`src/rtl/rx_clk_pkg.sv`:
```
// rx_clk_pkg: shared types and constants for the rx clock / DCM lock controller.
//   dcm_state_e : controller state encoding
//   RETRY_W     : width of the retry_cnt output
//   max3()      : helper that sizes the shared cycle counter
package rx_clk_pkg;

    localparam int RETRY_W = 3;

    typedef enum logic [2:0] {
        RESET_DCM = 3'd0,
        WAIT_LOCK = 3'd1,
        STABLE    = 3'd2,
        RUN       = 3'd3,
        FAIL      = 3'd4
    } dcm_state_e;

    function automatic int max3(input int a, input int b, input int c);
        int m;
        m = (a > b) ? a : b;
        return (m > c) ? m : c;
    endfunction

endpackage

```
`src/rtl/rx_sync2.sv`:
```
// rx_sync2: two-flop synchroniser for a single asynchronous level.
//   clk   : destination clock
//   rst_n : asynchronous active-low reset, clears both flops
//   d     : asynchronous input
//   q     : synchronised output (two clk edges of latency)
module rx_sync2 (
    input  logic clk,
    input  logic rst_n,
    input  logic d,
    output logic q
);

    logic meta;

    always_ff @(posedge clk or negedge rst_n) begin
        if (!rst_n) begin
            meta <= 1'b0;
            q    <= 1'b0;
        end else begin
            meta <= d;
            q    <= meta;
        end
    end

endmodule

```
`src/rtl/rx_dcm_ctrl.sv`:
```
// rx_dcm_ctrl: sequences DCM reset, waits for lock with timeout and retry,
// qualifies lock stability and then releases the rx datapath.
//   rxclk_in      : free-running reference clock (only clock)
//   reset_n       : asynchronous active-low reset
//   dcm_locked    : raw DCM LOCKED, asynchronous
//   relock_req    : one-cycle request to restart the lock sequence
//   dcm_rst       : DCM RST drive
//   rx_rst_n      : rx datapath reset, active-low
//   clk_ok        : clocks stable and datapath released
//   lock_fail     : lock attempts exhausted
//   retry_cnt     : attempts used since last RUN or relock_req
//   lock_loss_cnt : (only with RX_DCM_LOSS_CNT_EN) saturating count of
//                   lock losses seen while in RUN
//
// Optional build macro: RX_DCM_LOSS_CNT_EN adds lock_loss_cnt.
//
// state     | meaning
// ----------+-------------------------------------------------------
// RESET_DCM | DCM held in reset for RST_CYCLES cycles
// WAIT_LOCK | DCM released, waiting up to LOCK_TIMEOUT for lock
// STABLE    | lock seen, waiting for it to stay up STABLE_CYCLES
// RUN       | clocks good, rx datapath released
// FAIL      | retries exhausted, DCM held in reset until relock_req
module rx_dcm_ctrl
    import rx_clk_pkg::*;
#(
    parameter int RST_CYCLES    = 8,
    parameter int LOCK_TIMEOUT  = 65535,
    parameter int STABLE_CYCLES = 1024,
    parameter int MAX_RETRY     = 7
) (
    input  logic               rxclk_in,
    input  logic               reset_n,
    input  logic               dcm_locked,
    input  logic               relock_req,
    output logic               dcm_rst,
    output logic               rx_rst_n,
    output logic               clk_ok,
    output logic               lock_fail,
    output logic [RETRY_W-1:0] retry_cnt
`ifdef RX_DCM_LOSS_CNT_EN
   ,output logic [7:0]         lock_loss_cnt
`endif
);

    localparam int CNT_MAX = max3(RST_CYCLES, LOCK_TIMEOUT, STABLE_CYCLES);
    localparam int CNT_W   = $clog2(CNT_MAX + 1);

    localparam logic [CNT_W-1:0]   RST_TC    = CNT_W'(RST_CYCLES - 1);
    localparam logic [CNT_W-1:0]   LOCK_TC   = CNT_W'(LOCK_TIMEOUT - 1);
    // The WAIT_LOCK cycle that first sees locked_s counts as the first
    // stable cycle, so STABLE itself only needs STABLE_CYCLES-1 cycles.
    localparam logic [CNT_W-1:0]   STABLE_TC = CNT_W'(STABLE_CYCLES - 2);
    localparam logic [RETRY_W-1:0] RETRY_MAX = RETRY_W'(MAX_RETRY);

    logic               locked_s;
    dcm_state_e         state;
    dcm_state_e         state_nxt;
    logic [CNT_W-1:0]   cnt;
    logic [RETRY_W-1:0] retry_nxt;
    logic               restart;

    rx_sync2 u_sync_locked (
        .clk   (rxclk_in),
        .rst_n (reset_n),
        .d     (dcm_locked),
        .q     (locked_s)
    );

    always_comb begin
        state_nxt = state;
        retry_nxt = retry_cnt;
        unique case (state)
            RESET_DCM: begin
                if (cnt == RST_TC) state_nxt = WAIT_LOCK;
            end
            WAIT_LOCK: begin
                if (locked_s) begin
                    state_nxt = STABLE;
                end else if (cnt == LOCK_TC) begin
                    if (retry_cnt == RETRY_MAX) begin
                        state_nxt = FAIL;
                    end else begin
                        state_nxt = RESET_DCM;
                        retry_nxt = retry_cnt + RETRY_W'(1);
                    end
                end
            end
            STABLE: begin
                if (!locked_s) begin
                    state_nxt = RESET_DCM;
                end else if (cnt == STABLE_TC) begin
                    state_nxt = RUN;
                    retry_nxt = '0;
                end
            end
            RUN: begin
                if (!locked_s) state_nxt = RESET_DCM;
            end
            FAIL: begin
                state_nxt = FAIL;
            end
            default: begin
                state_nxt = RESET_DCM;
            end
        endcase
        // relock wins over any lock/timeout event in the same cycle
        if (relock_req) begin
            state_nxt = RESET_DCM;
            retry_nxt = '0;
        end
    end

    // relock_req while already in RESET_DCM restarts the pulse as well
    assign restart = (state_nxt != state) || relock_req;

    // Outputs are registered from state_nxt so they always equal a pure
    // decode of the state register, with no extra cycle of lag.
    always_ff @(posedge rxclk_in or negedge reset_n) begin
        if (!reset_n) begin
            state     <= RESET_DCM;
            cnt       <= '0;
            retry_cnt <= '0;
            dcm_rst   <= 1'b1;
            rx_rst_n  <= 1'b0;
            clk_ok    <= 1'b0;
            lock_fail <= 1'b0;
        end else begin
            state     <= state_nxt;
            retry_cnt <= retry_nxt;
            cnt       <= restart ? '0 : cnt + CNT_W'(1);
            dcm_rst   <= (state_nxt == RESET_DCM) || (state_nxt == FAIL);
            rx_rst_n  <= (state_nxt == RUN);
            clk_ok    <= (state_nxt == RUN);
            lock_fail <= (state_nxt == FAIL);
        end
    end

`ifdef RX_DCM_LOSS_CNT_EN
    always_ff @(posedge rxclk_in or negedge reset_n) begin
        if (!reset_n) begin
            lock_loss_cnt <= '0;
        end else if ((state == RUN) && !locked_s && !relock_req &&
                     (lock_loss_cnt != 8'hFF)) begin
            lock_loss_cnt <= lock_loss_cnt + 8'd1;
        end
    end
`else
    // Loss counter not built in this configuration.
`endif

endmodule

```
`config.mk`:
```
export PLATFORM = sky130hd
export DESIGN_NAME = rx_dcm_ctrl
export DESIGN_NICKNAME = d
export VERILOG_FILES = /design/src/rtl/rx_clk_pkg.sv /design/src/rtl/rx_sync2.sv /design/src/rtl/rx_dcm_ctrl.sv
export SDC_FILE = /design/constraint.sdc
export NUM_CORES = 1
export LEC_CHECK = 0
export ABC_AREA = 0
export CORE_UTILIZATION = 40
export DETAILED_ROUTE_END_ITERATION = 16
export SETUP_SLACK_MARGIN = 0.5
export SKIP_CTS_REPAIR_TIMING = 1
export SLEW_MARGIN = 5
export SYNTH_ARGS = -nofsm -noshare
export SYNTH_HDL_FRONTEND = slang
export SYNTH_SLANG_ARGS = --single-unit
```
`constraint.sdc`:
```
create_clock -name rxclk_in -period 2.4 [get_ports rxclk_in]
set_input_delay 0.24 -clock rxclk_in [delete_from_list [all_inputs] [get_ports rxclk_in]]
set_output_delay 0.24 -clock rxclk_in [all_outputs]
set_load 0.005 [all_outputs]
```
# After elaboration in Yosys (flattened, before gate mapping)
# Index checks and enable logic that the tools add are counted.
[word_totals] ff_bits=27 input_bits=4
[op_classes] addsub=2 eq_ne=16 muxes=17 n_reduce_logical=6
[op_table] cell="3-bit two-way mux" count=14
[op_table] cell="16-bit by 1-bit adder with 16-bit output (second input constant)" count=1
[op_table] cell="16-bit by 10-bit == test with 1-bit output (second input constant)" count=1
[op_table] cell="16-bit == test (second input constant)" count=1
[op_table] cell="16-bit by 3-bit == test with 1-bit output (second input constant)" count=1
[op_table] cell="16-bit two-way mux" count=1
[op_table] cell="3-bit one-hot mux with 5 select lines" count=1
[op_table] cell="3-bit inequality test (second input constant)" count=4
[op_table] cell="3-bit by 2-bit == test with 1-bit output (second input constant)" count=3
[op_table] cell="3-bit == test (second input constant)" count=3
[op_table] cell="3-bit zero test" count=2
[op_table] cell="3-bit one-hot mux with 2 select lines" count=1
[op_table] cell="6-bit AND reduction" count=1
[op_table] cell="3-bit by 1-bit adder with 3-bit output (second input constant)" count=1
[op_table] cell="3-bit by 1-bit == test with 1-bit output (second input constant)" count=1
[op_table] cell="3-bit by 2-bit inequality test with 1-bit output (second input constant)" count=1
[op_table] cell="3-bit inequality test" count=1
[op_table] cell="3-bit nonzero test" count=1
[op_table] cell="1-bit logical OR" count=2

# Logic depth before layout (Yosys ltp)
# Gate-level depths: netlist (run 1).
[logic_depth] depth_word=9 ltp_mapped=8 depth_no_buf=7

# Modules after synthesis
# From an unflattened synthesis (run 1), not the netlist that was laid out.
[unflattened] cells_unflattened=139 hier_area_um2=1488.9
[modules_own_cells] module="rx_dcm_ctrl" n_inst=1 cells_each=137 area_per_inst_um2=1438.9 seq_area_each_um2=626.9
[modules_own_cells] module="rx_sync2" n_inst=1 cells_each=2 area_per_inst_um2=50.0 seq_area_each_um2=50.0

# Least setup slack after synthesis (run 1)
# OpenSTA, ideal clock, no wires.
[synth_path] path_type="reg2reg" start="reg cnt[12]" end="reg retry_cnt[0]" setup_ns=0.125 arrival_time_ns=1.753 t_required_ns=2.275 path_slack_ns=0.522 stages_incl_launch_ff=6 path_buffers=0 synth_period_minus_slack_ns=1.878 cell_sequence="dfrtp_1 -> or4_4 -> nor3_4 -> and4_4 -> a211oi_2 -> mux2_4"
[synth_between] elab_chain_len=3
[synth_rtl] item="from (decl)" line="rx_dcm_ctrl.sv:59" rtl="logic [CNT_W-1:0] cnt;"
[synth_rtl] item="from (signal assigned)" line="rx_dcm_ctrl.sv:131" rtl="cnt <= restart ? '0 : cnt + CNT_W'(1);"
[synth_rtl] item="16-bit by 10-bit == test with 1-bit output or 16-bit == test (tied branches)" line="rx_dcm_ctrl.sv:92, rx_dcm_ctrl.sv:80"
[synth_rtl] item="3-bit inequality test (no line)"
[synth_rtl] item="6-bit AND reduction (no line) *"
[synth_rtl] item="to (signal assigned)" line="rx_dcm_ctrl.sv:130" rtl="retry_cnt <= retry_nxt;"
[synth_rtl] item="to (decl)" line="rx_dcm_ctrl.sv:40" rtl="output logic [RETRY_W-1:0] retry_cnt"
# Every way passes the cells marked *; elsewhere a longest branch is shown, timed or not.
# A chain may end at the register's enable or synchronous reset.

# Final worst setup path (run 1)
# Ends and elaborated chain as after synthesis.

==> results.txt, run 1 <==
Post-synthesis async set-or-reset flop share = 1.00
Die area = 3940 um2
Gate count of the mapped netlist = 146
Final std cell area, no fill = 1820 um2
Port Buffers = 10
CP endpoint kind = flip-flop
Die Y = 62.8 um
Yosys reg bits = 27
Fillers = 316
Layout cell share with drive strength beyond 1 = 0.265
Top FF cell, synth = dfrtp_1
WS Path Type = flip-flop to flip-flop
Syn nets = 154
Final wirelength = 3040 um
Worst-skew pair later-pin latency = 0.28 ns
Reg area = 678 um2
Antenna Nets Post-Route = 0
Syn_area_per_cell = 10.1 um2
Leakage = 0.775 nW
Post-synthesis sequential area ratio = 0.458
Starting Density = 0.429
Drt drc = 0
Largest fanout on the critical path = 4
Peak VDD IR = 0.000193 V
CTS Buf Count = 3
Clk root buf = clkbuf_8
Cell taking the most area after synthesis = dfrtp_1
Synth unique cells = 40
Endpoints failing hold = 0
Core area = 3440 um2
# setup viols final = 0
Htree depth = 1
Setup Skew = 0.00716 ns
Required @ worst endpoint = 2.57 ns
Nets = 175
Final worst setup slack = 0.364 ns
PD cells = 465 nW/um2
Via Count = 1164
CTS sink count = 27
Slew of the pin with the lowest slew margin = 0.495 ns
Largest net degree at the start of global routing = 28
Via/cell ratio = 5.49
Cell Count Post-Placement = 201
IO Pins = 11
Cell area after synthesis = 1480 um2
Placement Setup Slack = 0.367 ns
First-pass GRT wire length = 5210 um
Most frequent cells after synthesis = dfrtp_1, a21oi_1, nor2_1
HPWL Detailed = 2020 um
Total negative slack = 0 ns
Final min period = 2.04 ns
Row Count = 21
Critical Path Start Type = flip-flop
First-pass iteration count of the detailed router = 4
Top area cells in the synthesized netlist = dfrtp_1, xor2_1, a21oi_1
Max Clk Rate = 491 MHz
Synth warnings = 0
Fin Hold WS = 0.322 ns
Antenna cells = 0
Die X = 62.8 um
Clk buf depth = 2
Violation count after the first detailed-route iteration = 85
Hold crit path type = input port to async pin
Final non-filler cell total = 212
MaxCap Viol Count = 0
Final cycle utilization of the critical path = 0.848
Post-synth EDFFs = 0
Max-Slew Margin vs Limit = 0.665
DP Area = 1630 um2
Wirelength per Cell = 14.3 um
RSZ-0062 raised after global routing = yes
Status = completed
Slew Viols, Final = 0
Vias in the first global route = 1165
Most frequent cell after synthesis = dfrtp_1
Layout overhead on the synthesized area = 23.2%
TritonCTS clock tree = yes
Gp weighted congestion = 0.789
Area share of the largest cell type after synthesis = 0.440
Initial antenna violation count = 0
GRT overflow = 0
Multi-input gate area = 830 um2
Clock Pin Slew Worst Setup and Hold Paths = 0.10 ns
Global-route total usage across every layer = 0.165
Crit path DAT = 2.21 ns
final cells by class:
| type | count | share of cell area |
|---|---|---|
| Sequential cell | 27 | 0.373 |
| Tap cell | 46 | 0.0316 |
| Clock inverter | 1 | 0.00275 |
| Multi-Input combinational cell | 108 | 0.456 |
| Clock buffer | 3 | 0.0227 |
| Inverter | 7 | 0.0144 |
| Timing Repair Buffer | 20 | 0.100 |
state kept, by name, indices dropped and copies added (netlist names):
| name | cells |
|---|---|
| clk_ok | 1 |
| u_sync_locked.q | 1 |
| retry_cnt | 3 |
| state | 3 |
| cnt | 16 |
| lock_fail | 1 |
| u_sync_locked.meta | 1 |
| dcm_rst | 1 |
layer usage:
| metal | up-vias | wire, um | global-route usage |
|---|---|---|---|
| li1 | 558 | - | - |
| met1 | 576 | 1370 | 0.214 |
| met2 | 26 | 1560 | 0.273 |
| met3 | 4 | 84 | 0.0292 |
| met4 | 0 | 31 | 0.0610 |
| met5 | - | 0 | 0 |
path summary, 6_finish.rpt:
path                               startpoint               to  slack, ns  cells past startpoint
setup reg to reg                      cnt[12]     retry_cnt[0]       0.36                      5
setup / recovery                      cnt[12]     retry_cnt[0]       0.36                      5
max in group asynchronous             reset_n          dcm_rst       1.78                      2
min in group rxclk_in      u_sync_locked.meta  u_sync_locked.q       0.37                      0
hold / removal                        reset_n        lock_fail       0.32                      2
hold reg to reg            u_sync_locked.meta  u_sync_locked.q       0.37                      0
layout by cell type (no fill, tap or decap), types with 2 or more instances in the layout:
| master | count |
|---|---|
| a21oi_2 | 15 |
| buf_4 | 8 |
| buf_6 | 2 |
| clkbuf_8 | 3 |
| clkdlybuf4s50_1 | 10 |
| dfrtp_1 | 25 |
| ha_1 | 4 |
| inv_1 | 7 |
| mux2i_1 | 3 |
| nand2_1 | 10 |
| nand2b_1 | 2 |
| nand3_1 | 8 |
| nand4_1 | 7 |
| nor2_1 | 13 |
| nor2b_1 | 2 |
| nor3_2 | 2 |
| or2_2 | 2 |
| or4b_1 | 2 |
| xnor2_1 | 4 |
| xor2_1 | 12 |
cell families (layout without fill, tap and decap cells):
group	after synthesis	count (layout)	share of synthesized area
AND/OR/NAND/NOR	60	60	0.238
flip-flops	27	27	0.458
AO/OA/AOI/OAI	24	24	0.108
XOR/XNOR	16	16	0.0948
buffers and inverters	11	31	0.0364
adder cells (fa/ha/maj)	4	4	0.0339
multiplexers	4	4	0.0305
worst max-delay path: stages (launching register included):
cell	delay, ns
dfrtp_2	0.44
or4_4	0.55
nor3_4	0.25
and4_4	0.31
a211oi_4	0.07
mux2_4	0.30
where the power goes:
group	leakage, nW	total (W)	internal [W]	switching, W
combinational	0.388	0.0000972	0.0000491	0.0000482
sequential	0.362	0.000486	0.000470	0.0000153
clock	0.0255	0.000263	0.000117	0.000147
per-stage QoR:
stage               utilization  total power (W)
floorplan                     -         0.000538
global placement          0.474         0.000583
detailed placement        0.474         0.000586
CTS                       0.487         0.000847
global route              0.529         0.000889
finish                    0.529         0.000846
Power figures use the tool's default switching activity.
==> run 2, diff against run 1 <==
==> constraint.sdc (replaced) <==
create_clock -name rxclk_in -period 1.9 [get_ports rxclk_in]
set_input_delay 0.19 -clock rxclk_in [delete_from_list [all_inputs] [get_ports rxclk_in]]
set_output_delay 0.19 -clock rxclk_in [all_outputs]
set_load 0.005 [all_outputs]
==> run 2 against run 1 <==
  * Core utilization rose by 6.5 points
  * Die area did not move
  * Via count rose by 6.4%
  * Design area rose by 12%
  * Critical path depth rose by 1
  * Fmax rose by 8.4%
  * Wire length rose by 9.4%
  * Highest routed layer unchanged
==> results.txt, run 2 (synthesis results as in run 1) <==
Status = completed
Cell Count Post-Placement = 218
CTS Buf Count = 3
Row Count = 21
Final min period = 1.88 ns
Final cycle utilization of the critical path = 0.988
Violation count after the first detailed-route iteration = 90
Clock Pin Slew Worst Setup and Hold Paths = 0.09 ns
Required @ worst endpoint = 2.07 ns
Hold crit path type = input port to async pin
P_int = 0.000830 W
MaxCap Viol Count = 0
Vias in the first global route = 1243
Final non-filler cell total = 233
Port Buffers = 10
Htree depth = 1
Max Clk Rate = 533 MHz
Max reg flops = 16
Final Util = 0.594
WS Path Type = flip-flop to flip-flop
Nets = 196
TritonCTS clock tree = yes
Antenna cells = 0
Psw = 0.000269 W
Final std cell area, no fill = 2040 um2
Final wirelength = 3330 um
GRT overflow = 0
Power share of the combinational group = 0.142
CP max-delay cell = nor4_4
Via Count = 1239
Die Y = 62.8 um
Setup Skew = 0.00268 ns
Worst-skew pair later-pin latency = 0.27 ns
Clk root buf = clkbuf_8
Clk buf depth = 2
# setup viols final = 0
Largest fanout on the critical path = 7
Register share of total power = 0.556
Sw Share = 0.245
Clock power share = 0.302
First-pass iteration count of the detailed router = 4
Endpoints failing hold = 0
CP endpoint kind = flip-flop
Placement Setup Slack = -0.0264 ns
Critical Path, Cell by Cell = nand4_1, nor4_4, nor2_4, o31ai_4, clkbuf_16, a21oi_1
Crit path DAT = 2.04 ns
R2R Path Start = cnt[5]
IO Pins = 11
Commonest non-fill, non-tap cells in the layout = buf_4, dfrtp_1, nor2_1, a21oi_1, xor2_1
HPWL Detailed = 2340 um
Antenna Nets Post-Route = 0
Final worst setup slack = 0.0224 ns
Slew Viols, Final = 0
Slowest stage delay, CP = 0.45 ns
Core area = 3440 um2
Leakage = 0.956 nW
Wirelength per Cell = 14.3 um
Starting Density = 0.429
Peak VDD IR = 0.000467 V
Top Registers = cnt (16), retry_cnt (3), state (3)
Commonest non-fill, non-tap cell in the layout = buf_4
PD cells = 538 nW/um2
Global-route total usage across every layer = 0.179
Top reg by flops = cnt
Largest net degree at the start of global routing = 28
Reg2Reg Capture Point = cnt[7]
RSZ-0062 raised after global routing = yes
Layout cell share with drive strength beyond 1 = 0.316
Critical Path Start Type = flip-flop
Slew of the pin with the lowest slew margin = 0.512 ns
FF-to-FF setup slack = 0.02 ns
Die X = 62.8 um
Max-Slew Margin vs Limit = 0.656
Via/cell ratio = 5.32
Die area = 3940 um2
Initial antenna violation count = 0
Worst R2R Path Depth = 6
Drt drc = 0
Gp weighted congestion = 0.833
CTS sink count = 27
Layout overhead on the synthesized area = 38.3%
First-pass GRT wire length = 5600 um
DP Area = 1820 um2
## run 2: changes by cell type in the layout (fill, tap and decap cells not counted), moves of 4 or more
cell | previous run | this run
clkdlybuf4s50_1 | 10 | 6
buf_4 | 8 | 27
a21oi_2 | 15 | 4
a21oi_1 | 1 | 12
dlymetal6s2s_1 | 0 | 4
## run 2: per-layer routing
metal	part of all wire	track usage	vias up
li1	-	-	596
met1	0.44	0.224	618
met2	0.53	0.315	23
met4	0.0030	0.0378	0
met3	0.028	0.0383	2
met5	0	0	-
## run 2: power by group through the flow
stage          combinational, W  sequential, W  clock [W]
2_1_floorplan         0.0000613       0.000623          0
3_3_place_gp           0.000130       0.000623          0
3_5_place_dp           0.000134       0.000624          0
4_1_cts                0.000134       0.000613   0.000339
5_1_grt                0.000173       0.000614   0.000356
6_report               0.000156       0.000611   0.000332
## run 2: through the flow
step	total power, W	hold WS (ns)	TNS [ns]
after floorplan	0.000684	-0.106	0
after global placement	0.000753	0.335	-0.0402
after detailed placement	0.000758	0.367	-0.0267
after CTS	0.00109	0.300	-0.109
after global routing	0.00114	0.309	-0.832
final	0.00110	0.283	0
## run 2: worst max-delay path by stage
stage | startpoint | end | slack, ns | cells past startpoint
5_1_grt | cnt[0] | cnt[4] | -0.08 | 8
2_1_floorplan | cnt[12] | retry_cnt[0] | 0.04 | 5
4_1_cts | cnt[0] | cnt[5] | -0.08 | 7
3_5_place_dp | cnt[0] | cnt[5] | -0.03 | 7
3_3_place_gp | cnt[0] | cnt[5] | -0.04 | 7
6_report | cnt[5] | cnt[7] | 0.02 | 6
## run 2: worst max-delay path: cells and delay by family (launching register included)
kind | cells | cell delay (ns)
flops | 1 | 0.39
compound gates | 2 | 0.41
simple gates | 3 | 0.76
buf+inv | 1 | 0.22
## run 2: area by class of cell
cell class | count | area [um2]
flip-flops and latches | 27 | 678
clock buffers | 4 | 45.0
repair buffers | 41 | 389
well taps | 46 | 57.6
inverters | 7 | 26.3
fillers | 286 | 1400
multi-input cells | 108 | 847
==> run 3, diff against run 2 <==
==> constraint.sdc (replaced) <==
create_clock -name rxclk_in -period 1.9 [get_ports rxclk_in]
set_input_delay 0.19 -clock rxclk_in [delete_from_list [all_inputs] [get_ports rxclk_in]]
set_output_delay 0.19 -clock rxclk_in [all_outputs]
set_load 0.05 [all_outputs]
==> run 3 against run 2 <==
  * Fmax barely moved
  * Largest power group unchanged
  * Clock power about the same
  * Count of clock-buffer cells in the layout is the same
  * Critical endpoint unchanged
  * Register-to-register slack is essentially flat
  * Non-clock buffer count down 1
  * Sequential power is essentially flat
  * Sequential cell count did not move
  * First-iteration DRC count fell by 17%
==> results.txt, run 3 (synthesis results as in run 1) <==
Crit path buf inv count = 1
Final std cell area, no fill = 2040 um2
CTS Buf Count = 3
Top reg by flops = cnt
Slowest stage delay, CP = 0.45 ns
Starting Density = 0.429
Total negative slack = 0 ns
Htree depth = 1
Worst-skew pair later-pin latency = 0.27 ns
GRT overflow = 0
Max reg flops = 16
Slew of the pin with the lowest slew margin = 0.512 ns
Clock Pin Slew Worst Setup and Hold Paths = 0.09 ns
Largest fanout on the critical path = 7
Setup Skew = 0.00312 ns
Die Y = 62.8 um
Clk root buf = clkbuf_8
First-pass GRT wire length = 5600 um
Antenna cells = 0
TritonCTS clock tree = yes
Critical Path Start Type = flip-flop
First-pass iteration count of the detailed router = 4
RSZ-0062 raised after global routing = yes
Peak VDD IR = 0.000467 V
IO Pins = 11
FF-to-FF setup slack = 0.02 ns
Final min period = 1.88 ns
Critical Path, Cell by Cell = nand4_1, nor4_4, nor2_4, o31ai_4, clkbuf_16, a21oi_1
Crit path DAT = 2.04 ns
Max-Slew Margin vs Limit = 0.656
Die X = 62.8 um
Fin Hold WS = 0.284 ns
Layout cell share with drive strength beyond 1 = 0.317
# setup viols final = 0
Top Registers = cnt (16), retry_cnt (3), state (3)
Antenna Nets Post-Route = 0
Via/cell ratio = 5.32
Layout overhead on the synthesized area = 37.8%
WS Path Type = flip-flop to flip-flop
Final Util = 0.591
Fillers = 287
CP endpoint kind = flip-flop
Port Buffers = 10
Final wirelength = 3330 um
Status = completed
Required @ worst endpoint = 2.07 ns
Final cycle utilization of the critical path = 0.988
Initial antenna violation count = 0
Global-route total usage across every layer = 0.179
Hold crit path type = input port to async pin
Vias in the first global route = 1243
Final non-filler cell total = 232
CP top delay family = simple AND/OR/NAND/NOR gates
HPWL Detailed = 2340 um
Via Count = 1235
Clk buf depth = 2
Endpoints failing hold = 0
Leakage = 1.01 nW
CP max-delay cell = nor4_4
Max Clk Rate = 533 MHz
Wirelength per Cell = 14.4 um
Row Count = 21
Commonest non-fill, non-tap cells in the layout = buf_4, dfrtp_1, nor2_1, a21oi_1, xor2_1
CTS sink count = 27
Largest net degree at the start of global routing = 28
Commonest non-fill, non-tap cell in the layout = buf_4
Violation count after the first detailed-route iteration = 75
Core area = 3440 um2
Die area = 3940 um2
Drt drc = 0
PD cells = 558 nW/um2
MaxCap Viol Count = 0
Gp weighted congestion = 0.833
DP Area = 1820 um2
Cell Count Post-Placement = 218
Nets = 195
Slew Viols, Final = 0
[run 3: cell count changes in the layout (fill, tap and decap cells not counted), sizes merged]
cell,before,now
clkdlybuf4s50,6,3
dlymetal6s2s,4,6
buf,30,29
clkbuf,5,6
[run 3: per-layer routing]
layer / wire, um / vias to the layer above / global-route usage
li1: - / 594 / -
met1: 1460 / 616 / 0.224
met2: 1770 / 23 / 0.315
met3: 98 / 2 / 0.0383
met4: 10 / 0 / 0.0378
met5: 0 / - / 0
[run 3: path summary, 6_finish.rpt]
kind,endpoint,depth (start not counted),from
min,cnt[4],2,reset_n
max in group asynchronous,dcm_rst,2,reset_n
min in group rxclk_in,u_sync_locked.meta,1,dcm_locked
max reg2reg,cnt[7],6,cnt[5]
max,cnt[7],6,cnt[5]
min reg2reg,u_sync_locked.q,0,u_sync_locked.meta
[run 3: per-stage QoR]
| step | total power [W] | setup slack, ns |
|---|---|---|
| final | 0.00114 | 0.0231 |
| after global routing | 0.00118 | -0.0794 |
| after CTS | 0.00113 | -0.0845 |
| after detailed placement | 0.000800 | -0.0264 |
| after global placement | 0.000795 | -0.0402 |
| after floorplan | 0.000726 | 0.0377 |
[run 3: cell type report]
class / count / area [um2] / area share
clock buffers: 4 / 45.0 / 0.0221
multi-input cells: 108 / 847 / 0.416
repair buffers: 40 / 382 / 0.187
flip-flops and latches: 27 / 678 / 0.333
well taps: 46 / 57.6 / 0.0283
inverters: 7 / 26.3 / 0.0129
[run 3: worst reg2reg max path, delay by kind of cell, from the launching register on]
family                 cells  cell delay, ns
and+or+nand+nor            3            0.76
DFF                        1            0.39
AOI/OAI and AO/OA          2            0.41
buffers and inverters      1            0.22
[run 3: report_power, final]
part / switching [W] / internal (W)
sequential: 0.0000179 / 0.000594
clock: 0.000181 / 0.000150
combinational: 0.000110 / 0.0000816
